### src/rtl/xgmii_pkg.sv
// Shared XGMII control characters, idle word and arbiter state encoding.
`default_nettype none

package xgmii_pkg;

  localparam logic [71:0] XGMII_IDLE_WORD = 72'hff_07_07_07_07_07_07_07_07;
  localparam logic [7:0]  START           = 8'hFB;
  localparam logic [7:0]  TERM            = 8'hFD;
  localparam logic [7:0]  IDLE_CHAR       = 8'h07;

  typedef enum logic [1:0] {
    ST_IDLE  = 2'd0,
    ST_FRAME = 2'd1,
    ST_GAP   = 2'd2
  } arb_state_t;

endpackage

`default_nettype wire

### src/rtl/xgmii_frame_detect.sv
// Combinational start/terminate classification of one 72-bit XGMII word.
`default_nettype none

module xgmii_frame_detect
  import xgmii_pkg::*;
(
  input  logic [71:0] i_word,
  output logic        o_is_start,
  output logic        o_is_term
);

  logic [7:0] w_lane_term;

  genvar gi;
  generate
    for (gi = 0; gi < 8; gi++) begin : g_lane
      assign w_lane_term[gi] = i_word[64+gi] && (i_word[8*gi +: 8] == TERM);
    end
  endgenerate

  assign o_is_start = i_word[64] && (i_word[7:0] == START);
  assign o_is_term  = |w_lane_term;

endmodule

`default_nettype wire

### src/rtl/xgmii_tx_arbiter.sv
// Frame-aware round-robin 2:1 XGMII TX scheduler with inter-frame gap and stray-word drop.
// Optional statistics counters are enabled with XGMII_ARB_STATS_EN.
`default_nettype none

module xgmii_tx_arbiter
  import xgmii_pkg::*;
#(
  parameter int IPG_WORDS = 1,
  parameter int CNT_W     = 16
) (
  input  logic        xgmii_clk,
  input  logic        sys_rst_n,
  input  logic [71:0] src0_dout,
  input  logic        src0_empty,
  output logic        src0_rd_en,
  input  logic [71:0] src1_dout,
  input  logic        src1_empty,
  output logic        src1_rd_en,
  output logic [71:0] dout,
  output logic        empty,
  input  logic        rd_en,
  output logic        busy,
  output logic        drop_pulse
`ifdef XGMII_ARB_STATS_EN
  ,
  output logic [CNT_W-1:0] frames0_cnt,
  output logic [CNT_W-1:0] frames1_cnt,
  output logic [CNT_W-1:0] drop_cnt,
  output logic [CNT_W-1:0] underrun_cnt
`endif
);

  localparam logic [3:0] c_ipg = 4'(IPG_WORDS);

  arb_state_t  r_state;
  logic        r_run;
  logic        r_ptr;
  logic        r_grant;
  logic        r_empty;
  logic        r_busy;
  logic        r_drop;
  logic [71:0] r_dout;
  logic [3:0]  r_gap_cnt;

  logic        w_load;
  logic        w_sel;
  logic        w_sel_empty;
  logic [71:0] w_sel_word;
  logic        w_sel_start;
  logic        w_sel_term;
  logic        w_pop;
  logic [1:0]  w_start;
  logic [1:0]  w_term;
  arb_state_t  w_after_term;
  logic        w_busy_after_term;

  xgmii_frame_detect u_det0 (
    .i_word     (src0_dout),
    .o_is_start (w_start[0]),
    .o_is_term  (w_term[0])
  );

  xgmii_frame_detect u_det1 (
    .i_word     (src1_dout),
    .o_is_start (w_start[1]),
    .o_is_term  (w_term[1])
  );

  assign w_load = r_empty | rd_en;

  // In IDLE the preferred source wins unless it is empty; otherwise the grant is locked.
  always_comb begin
    w_sel = r_grant;
    if (r_state == ST_IDLE) begin
      if (r_ptr ? !src1_empty : !src0_empty) w_sel = r_ptr;
      else                                    w_sel = ~r_ptr;
    end
  end

  assign w_sel_empty = w_sel ? src1_empty : src0_empty;
  assign w_sel_word  = w_sel ? src1_dout  : src0_dout;
  assign w_sel_start = w_start[w_sel];
  assign w_sel_term  = w_term[w_sel];

  // r_run keeps both pops low during reset and the first cycle after release.
  assign w_pop = r_run && w_load && !w_sel_empty &&
                 (r_state == ST_IDLE || r_state == ST_FRAME);

  assign src0_rd_en = w_pop && !w_sel;
  assign src1_rd_en = w_pop &&  w_sel;

  assign w_after_term      = (c_ipg == 4'd0) ? ST_IDLE : ST_GAP;
  assign w_busy_after_term = (c_ipg != 4'd0);

  always_ff @(posedge xgmii_clk or negedge sys_rst_n) begin
    if (!sys_rst_n) begin
      r_state   <= ST_IDLE;
      r_run     <= 1'b0;
      r_ptr     <= 1'b0;
      r_grant   <= 1'b0;
      r_empty   <= 1'b1;
      r_busy    <= 1'b0;
      r_drop    <= 1'b0;
      r_dout    <= XGMII_IDLE_WORD;
      r_gap_cnt <= 4'd0;
    end else begin
      r_run  <= 1'b1;
      r_drop <= 1'b0;
      if (w_load) begin
        r_dout  <= XGMII_IDLE_WORD;
        r_empty <= 1'b1;
      end
      case (r_state)
        ST_IDLE: begin
          if (w_pop) begin
            if (w_sel_start) begin
              r_grant <= w_sel;
              r_dout  <= w_sel_word;
              r_empty <= 1'b0;
              if (w_sel_term) begin
                r_state   <= w_after_term;
                r_busy    <= w_busy_after_term;
                r_ptr     <= ~w_sel;
                r_gap_cnt <= c_ipg;
              end else begin
                r_state <= ST_FRAME;
                r_busy  <= 1'b1;
              end
            end else begin
              r_drop <= 1'b1;
            end
          end
        end
        ST_FRAME: begin
          if (w_pop) begin
            r_dout  <= w_sel_word;
            r_empty <= 1'b0;
            if (w_sel_term) begin
              r_state   <= w_after_term;
              r_busy    <= w_busy_after_term;
              r_ptr     <= ~r_grant;
              r_gap_cnt <= c_ipg;
            end
          end
        end
        ST_GAP: begin
          if (w_load) begin
            if (r_gap_cnt <= 4'd1) begin
              r_state   <= ST_IDLE;
              r_busy    <= 1'b0;
              r_gap_cnt <= 4'd0;
            end else begin
              r_gap_cnt <= r_gap_cnt - 4'd1;
            end
          end
        end
        default: begin
          r_state <= ST_IDLE;
          r_busy  <= 1'b0;
        end
      endcase
    end
  end

  assign dout       = r_dout;
  assign empty      = r_empty;
  assign busy       = r_busy;
  assign drop_pulse = r_drop;

`ifdef XGMII_ARB_STATS_EN
  logic r_frames0_unused;
  logic w_term_pop;
  logic w_drop_pop;
  logic w_underrun;

  assign w_term_pop = w_pop && w_sel_term &&
                      (r_state == ST_FRAME || (r_state == ST_IDLE && w_sel_start));
  assign w_drop_pop = w_pop && (r_state == ST_IDLE) && !w_sel_start;
  assign w_underrun = r_run && (r_state == ST_FRAME) && (r_grant ? src1_empty : src0_empty);

  logic [CNT_W-1:0] r_frames0_cnt;
  logic [CNT_W-1:0] r_frames1_cnt;
  logic [CNT_W-1:0] r_drop_cnt;
  logic [CNT_W-1:0] r_underrun_cnt;

  always_ff @(posedge xgmii_clk or negedge sys_rst_n) begin
    if (!sys_rst_n) begin
      r_frames0_cnt  <= '0;
      r_frames1_cnt  <= '0;
      r_drop_cnt     <= '0;
      r_underrun_cnt <= '0;
    end else begin
      if (w_term_pop && !w_sel && (r_frames0_cnt != '1)) r_frames0_cnt <= r_frames0_cnt + 1'b1;
      if (w_term_pop &&  w_sel && (r_frames1_cnt != '1)) r_frames1_cnt <= r_frames1_cnt + 1'b1;
      if (w_drop_pop && (r_drop_cnt != '1))              r_drop_cnt    <= r_drop_cnt + 1'b1;
      if (w_underrun && (r_underrun_cnt != '1))          r_underrun_cnt <= r_underrun_cnt + 1'b1;
    end
  end

  assign frames0_cnt  = r_frames0_cnt;
  assign frames1_cnt  = r_frames1_cnt;
  assign drop_cnt     = r_drop_cnt;
  assign underrun_cnt = r_underrun_cnt;
`endif

endmodule

`default_nettype wire

### config.mk
export PLATFORM = sky130hd
export DESIGN_NAME = xgmii_tx_arbiter
export DESIGN_NICKNAME = d
export VERILOG_FILES = /design/src/rtl/xgmii_pkg.sv /design/src/rtl/xgmii_frame_detect.sv /design/src/rtl/xgmii_tx_arbiter.sv
export SDC_FILE = /design/constraint.sdc
export NUM_CORES = 1
export LEC_CHECK = 0
export BUFFER_PORTS_ARGS = -buffer_cell sky130_fd_sc_hd__buf_4
export CORE_MARGIN = 2
export CORE_UTILIZATION = 46
export CTS_CLUSTER_DIAMETER = 120
export CTS_CLUSTER_SIZE = 40
export DETAILED_ROUTE_END_ITERATION = 8
export PLACE_DENSITY = 0.81
export SETUP_SLACK_MARGIN = 0.5
export SLEW_MARGIN = 20
export SYNTH_ARGS = -nofsm -noshare
export SYNTH_HDL_FRONTEND = slang
export SYNTH_SLANG_ARGS = --single-unit
### constraint.sdc
create_clock -name xgmii_clk -period 2.4 [get_ports xgmii_clk]
set_input_delay 0 -clock xgmii_clk [delete_from_list [all_inputs] [get_ports xgmii_clk]]
set_output_delay 0 -clock xgmii_clk [all_outputs]
set_load 0.01 [all_outputs]
==> impl_summary.log, run 1 <==
INFO  metric run_status = aborted with a tool error
INFO  metric haltStage = 5_1_grt
INFO  metric run.stop_error = [ERROR DPL-0038] Utilization greater than 100%, impossible to legalize
INFO  metric syn-num-nets = 653
INFO  metric timing.worst_endpoint.kind = register input
INFO  metric floorplan.initialDensity = 47.8%
INFO  metric dpl.hpwl = 11.9 mm
INFO  metric globalroute.repair_timing.worst_endpoint = r_state[1]$_DFFE_PN0P_/D
INFO  metric floorplan.die.height = 102 um
INFO  metric placement.io_buffers = 225
INFO  metric chipWidth = 102 um
INFO  metric tritoncts.num_buffers = 9
INFO  metric synth.top_cell.area_share = 28.7%
INFO  metric cts_max_level = 3
INFO  metric mappedNetlistArea = 4440 um2
INFO  metric floorplan.rows = 35
INFO  metric postSynth.topFlopCell = sky130_fd_sc_hd__dfrtp_1
INFO  metric tritoncts_num_sinks = 84
INFO  metric grt_max_degree = 81
INFO  metric routabilityCongestion = 0.951
INFO  metric netlist_instances = 502
INFO  metric synth.yosys.warnings = 0
INFO  metric leading_post_synthesis_cells_by_cell_area = sky130_fd_sc_hd__dfrtp_1, sky130_fd_sc_hd__dfstp_2, sky130_fd_sc_hd__nand2_1
INFO  metric synth.yosys.seq_area_share = 48.3%
INFO  metric number_of_enable_type_register_cells_in_the_synthesized_netlist = 0
INFO  metric post_synthesis_mean_instance_area = 8.85 um2
INFO  metric floorplan.io_pins = 226
INFO  metric post-synth-top-count-cell = sky130_fd_sc_hd__nand2_1
INFO  metric synth-async-reset-ratio = 100%
INFO  metric clock-root-buffer = sky130_fd_sc_hd__clkbuf_8
INFO  metric synth-seq-cells = 84
INFO  metric max-clock-path-buffers = 2
INFO  metric synthDominantAreaCellType = sky130_fd_sc_hd__dfrtp_1
INFO  metric synth.distinct_cells = 44
INFO  metric ys_top_cells_by_count = sky130_fd_sc_hd__nand2_1, sky130_fd_sc_hd__dfrtp_1, sky130_fd_sc_hd__nor2_1
[timing repair]
action                                  CTS
hold buffers                            144
setup buffers                            15
resized for setup                        38
endpoints found under the hold margin   124
endpoints found under the setup margin   83
cloned                                    5
pin swaps                                20
[through the flow]
stage / std cells / setup WS (ns) / hold WS [ns] / instance area [um2] / utilization (%)
global placement: 835 / 0.222 / 0.224 / 6280 / 67.7
CTS: 1015 / 0.355 / 0.00111 / 8480 / 91.4
detailed placement: 835 / 0.158 / 0.232 / 6280 / 67.7
floorplan: 502 / 0.455 / -0.296 / 4470 / -
[cells by family after synthesis]
logic type               synth area share, %
AO/OA/AOI/OAI                           13.9
adder cells (fa/ha/maj)                0.563
buffers and inverters                   4.14
flip-flops                              48.3
multiplexers                            10.1
other                                 0.0844
AND/OR/NAND/NOR                         23.0
==> inputs of run 2 (changes only) <==
--- a/config.mk
+++ b/config.mk
@@ -7,12 +7,9 @@
 export LEC_CHECK = 0
 export BUFFER_PORTS_ARGS = -buffer_cell sky130_fd_sc_hd__buf_4
 export CORE_MARGIN = 2
-export CORE_UTILIZATION = 46
-export CTS_CLUSTER_DIAMETER = 120
-export CTS_CLUSTER_SIZE = 40
+export CORE_UTILIZATION = 40
 export DETAILED_ROUTE_END_ITERATION = 8
-export PLACE_DENSITY = 0.81
-export SETUP_SLACK_MARGIN = 0.5
+export PLACE_DENSITY_LB_ADDON = 0.15
 export SLEW_MARGIN = 20
 export SYNTH_ARGS = -nofsm -noshare
 export SYNTH_HDL_FRONTEND = slang
==> run 2 against run 1 <==
- the flow now finishes without violations
- synthesized cell count is the same
- area after synthesis is the same
==> impl_summary.log, run 2 <==
INFO  metric grt_first_pass_wirelength = 29.3 mm
INFO  metric cap_viol_max_count = 0
INFO  metric max-clock-path-buffers = 2 (unchanged)
INFO  metric most-common-layout-cells = sky130_fd_sc_hd__buf_4, sky130_fd_sc_hd__dlygate4sd3_1, sky130_fd_sc_hd__nand2_1, sky130_fd_sc_hd__dfrtp_1, sky130_fd_sc_hd__nor2_1
INFO  metric final_common_cell = sky130_fd_sc_hd__buf_4
INFO  metric tritoncts_num_sinks = 84 (unchanged)
INFO  metric floorplan.initialDensity = 41.0% (was 47.8%)
INFO  metric placed_cells_incl_taps = 847 (was 835)
INFO  metric hold_path.class = primary input to flip-flop
INFO  metric number_of_enable_type_register_cells_in_the_synthesized_netlist = 0 (unchanged)
INFO  metric criticalPathCategory = flip-flop to flip-flop
INFO  metric remaining_drc_errors = 0
INFO  metric synth.top_cell.area_share = 28.7% (unchanged)
INFO  metric coreArea = 10800 um2
INFO  metric postRouteAntennaNets = 0
INFO  metric ys_top_cells_by_count = sky130_fd_sc_hd__nand2_1, sky130_fd_sc_hd__dfrtp_1, sky130_fd_sc_hd__nor2_1 (unchanged)
INFO  metric synth.yosys.warnings = 0 (unchanged)
INFO  metric synth.distinct_cells = 44 (unchanged)
INFO  metric floorplan.die.height = 109 um (was 102 um)
INFO  metric cpMaxStageDelayCell = sky130_fd_sc_hd__dfrtp_1
INFO  metric avgViaCountPerCell = 5.46
INFO  metric clock-root-buffer = sky130_fd_sc_hd__clkbuf_8 (unchanged)
INFO  metric placement.setup.worst_slack = 0.255 ns (was 0.158 ns)
INFO  metric final-hold-violation-count = 0
INFO  metric report.final.slew_viol_count = 0
INFO  metric placed_cell_area = 6260 um2 (was 6280 um2)
INFO  metric floorplan.io_pins = 226 (unchanged)
INFO  metric netlist_instances = 502 (unchanged)
INFO  metric p_per_area = 416 nW/um2
INFO  metric run_status = complete, no violations (was aborted with a tool error)
INFO  metric crit_path_cell_trace = o41ai_4 > buf_12 > buf_4 > mux2i_1 > o21ai_1
INFO  metric floorplan.rows = 38 (was 35)
INFO  metric insertion_delay = 0.35 ns
INFO  metric worst_path_largest_cell_delay = 0.53 ns
INFO  metric timing.critical_path.fanout_max = 61
INFO  metric post-synth-top-count-cell = sky130_fd_sc_hd__nand2_1 (unchanged)
INFO  metric synth-seq-cells = 84 (unchanged)
INFO  metric startpoint_type_of_the_worst_setup_path = flip-flop
INFO  metric finalCritPeriodShare = 93.1%
INFO  metric grt_setup_unrepaired = no
INFO  metric dpl.hpwl = 11.7 mm (was 11.9 mm)
INFO  metric flip_flop_count_of_the_largest_register_after_layout = 72
INFO  metric first_iter_violations = 330
INFO  metric chipWidth = 109 um (was 102 um)
INFO  metric wl_per_cell = 18.8 um
INFO  metric cts_repair_resize_count = 0 (was 38)
INFO  metric die_footprint = 12000 um2
INFO  metric peakVddDrop = 0.000345 V
INFO  metric grt_antenna_before_repair = 1
INFO  metric finish.cell_count_without_fillers = 1007
INFO  metric cts_tree = done
INFO  metric groute.usage.overall = 32.3%
INFO  metric p_leak = 3.65 nW
INFO  metric finalSetupTns = 0 ns
INFO  metric syn-num-nets = 653 (unchanged)
INFO  metric global_route.overflow_total = 0
INFO  metric synth.yosys.seq_area_share = 48.3% (unchanged)
INFO  metric required = 2.65 ns
INFO  metric post_cts_buffers = 0 (was 15)
INFO  metric drt-pass1-iter-count = 5
INFO  metric fin_total_pwr = 0.00329 W
INFO  metric post_route_cells_drive_above_1_share = 33.3%
INFO  metric maxSlewHeadroom = 30.1%
INFO  metric worst_pin_slew = 1.05 ns
INFO  metric final.min_clock_period = 2.23 ns
INFO  metric nFillCells = 749
INFO  metric postSynth.topFlopCell = sky130_fd_sc_hd__dfrtp_1 (unchanged)
INFO  metric placement.io_buffers = 225 (unchanged)
INFO  metric synth-async-reset-ratio = 100% (unchanged)
INFO  metric totalWireLength = 18.9 mm
INFO  metric cts_max_level = 3 (unchanged)
INFO  metric mappedNetlistArea = 4440 um2 (unchanged)
INFO  metric fmaxAchievable = 0.447 GHz
INFO  metric first_global_vias = 5767
INFO  metric fin_skew = 0.0107 ns
INFO  metric clkTransAtPathRegs = 0.09 ns
INFO  metric fin_area = 7910 um2
INFO  metric grt_max_degree = 85
INFO  metric via_count = 5501
INFO  metric setup-violations-final = 0
INFO  metric tritoncts.num_buffers = 9 (unchanged)
INFO  metric worstSetupEndpointType = flip-flop
INFO  metric layout.nets = 1014
INFO  metric post_synthesis_mean_instance_area = 8.85 um2 (unchanged)
INFO  metric worst_ep_arrival_time = 2.48 ns
INFO  metric routabilityCongestion = 0.904 (was 0.951)
INFO  metric leading_post_synthesis_cells_by_cell_area = sky130_fd_sc_hd__dfrtp_1, sky130_fd_sc_hd__dfstp_2, sky130_fd_sc_hd__nand2_1 (unchanged)
INFO  metric final.setup.worst_slack = 0.165 ns
INFO  metric synthDominantAreaCellType = sky130_fd_sc_hd__dfrtp_1 (unchanged)
INFO  metric area_delta_synth_final = 78.1%
## run 2: layer usage
layer	track usage (%)	part of all wire (%)	vias to the layer above
li1	-	-	2492
met1	36.0	36	2596
met2	56.4	50	330
met3	7.29	8.2	83
met4	18.9	5.7	0
met5	0	0	-
## run 2: timing repair
action                                  CTS  global route
hold buffers                            145             0
endpoints found under the hold margin   124             0
endpoints found under the setup margin    0             0
## run 2: logic make-up after synthesis
logic type               Yosys count  synth area share (%)
AO/OA/AOI/OAI                     99                  13.9
flip-flops                        84                  48.3
buffers and inverters             37                  4.14
AND/OR/NAND/NOR                  235                  23.0
adder cells (fa/ha/maj)            2                 0.563
multiplexers                      44                  10.1
other                              1                0.0844
## run 2: through the flow
stage / hold WS (ns) / utilization [%]
after floorplan: -0.296 / -
after detailed placement: 0.243 / 57.8
after global routing: 0.140 / 73.0
after global placement: 0.240 / 57.8
final: 0.0982 / 73.0
after CTS: 0.0907 / 72.9
## run 2: final cells by class
class	instances	area, um2	share of cell area (%)
tap	140	175	2.21
clock buffer	12	155	1.96
inverter	7	26.3	0.332
multi-input combinational	381	2130	26.9
timing repair buffer	380	3240	41.0
sequential	84	2140	27.1
clock inverter	2	35.0	0.443
antenna	1	2.50	0.0316
## run 2: report_power, final
part	switching, W	internal (W)	leakage (nW)
sequential	0.0000287	0.00145	1.04
combinational	0.000342	0.000444	2.51
clock	0.000497	0.000526	0.0983
total	0.000868	0.00243	3.65
## run 2: worst max-delay path: cells and delay by family (launching register included)
kind	cells	cell delay, ns
multiplexers	1	0.28
flip-flops	1	0.53
buffers and inverters	2	0.71
AO/OA/AOI/OAI	2	0.59
## run 2: path summary, 6_finish.rpt
| kind | depth (start not counted) | slack, ns | endpoint | start |
|---|---|---|---|---|
| min reg2reg | 2 | 0.49 | dout[4] | dout[4] |
| min | 4 | 0.1 | r_state[0] | src0_empty |
| max in group asynchronous | 2 | 1.59 | dout[23] | sys_rst_n |
| min in group asynchronous | 2 | 0.24 | dout[13] | sys_rst_n |
| max reg2reg | 5 | 0.17 | dout[15] | r_state[1] |
| max | 5 | 0.17 | dout[15] | r_state[1] |
Power figures use the tool's default switching activity.
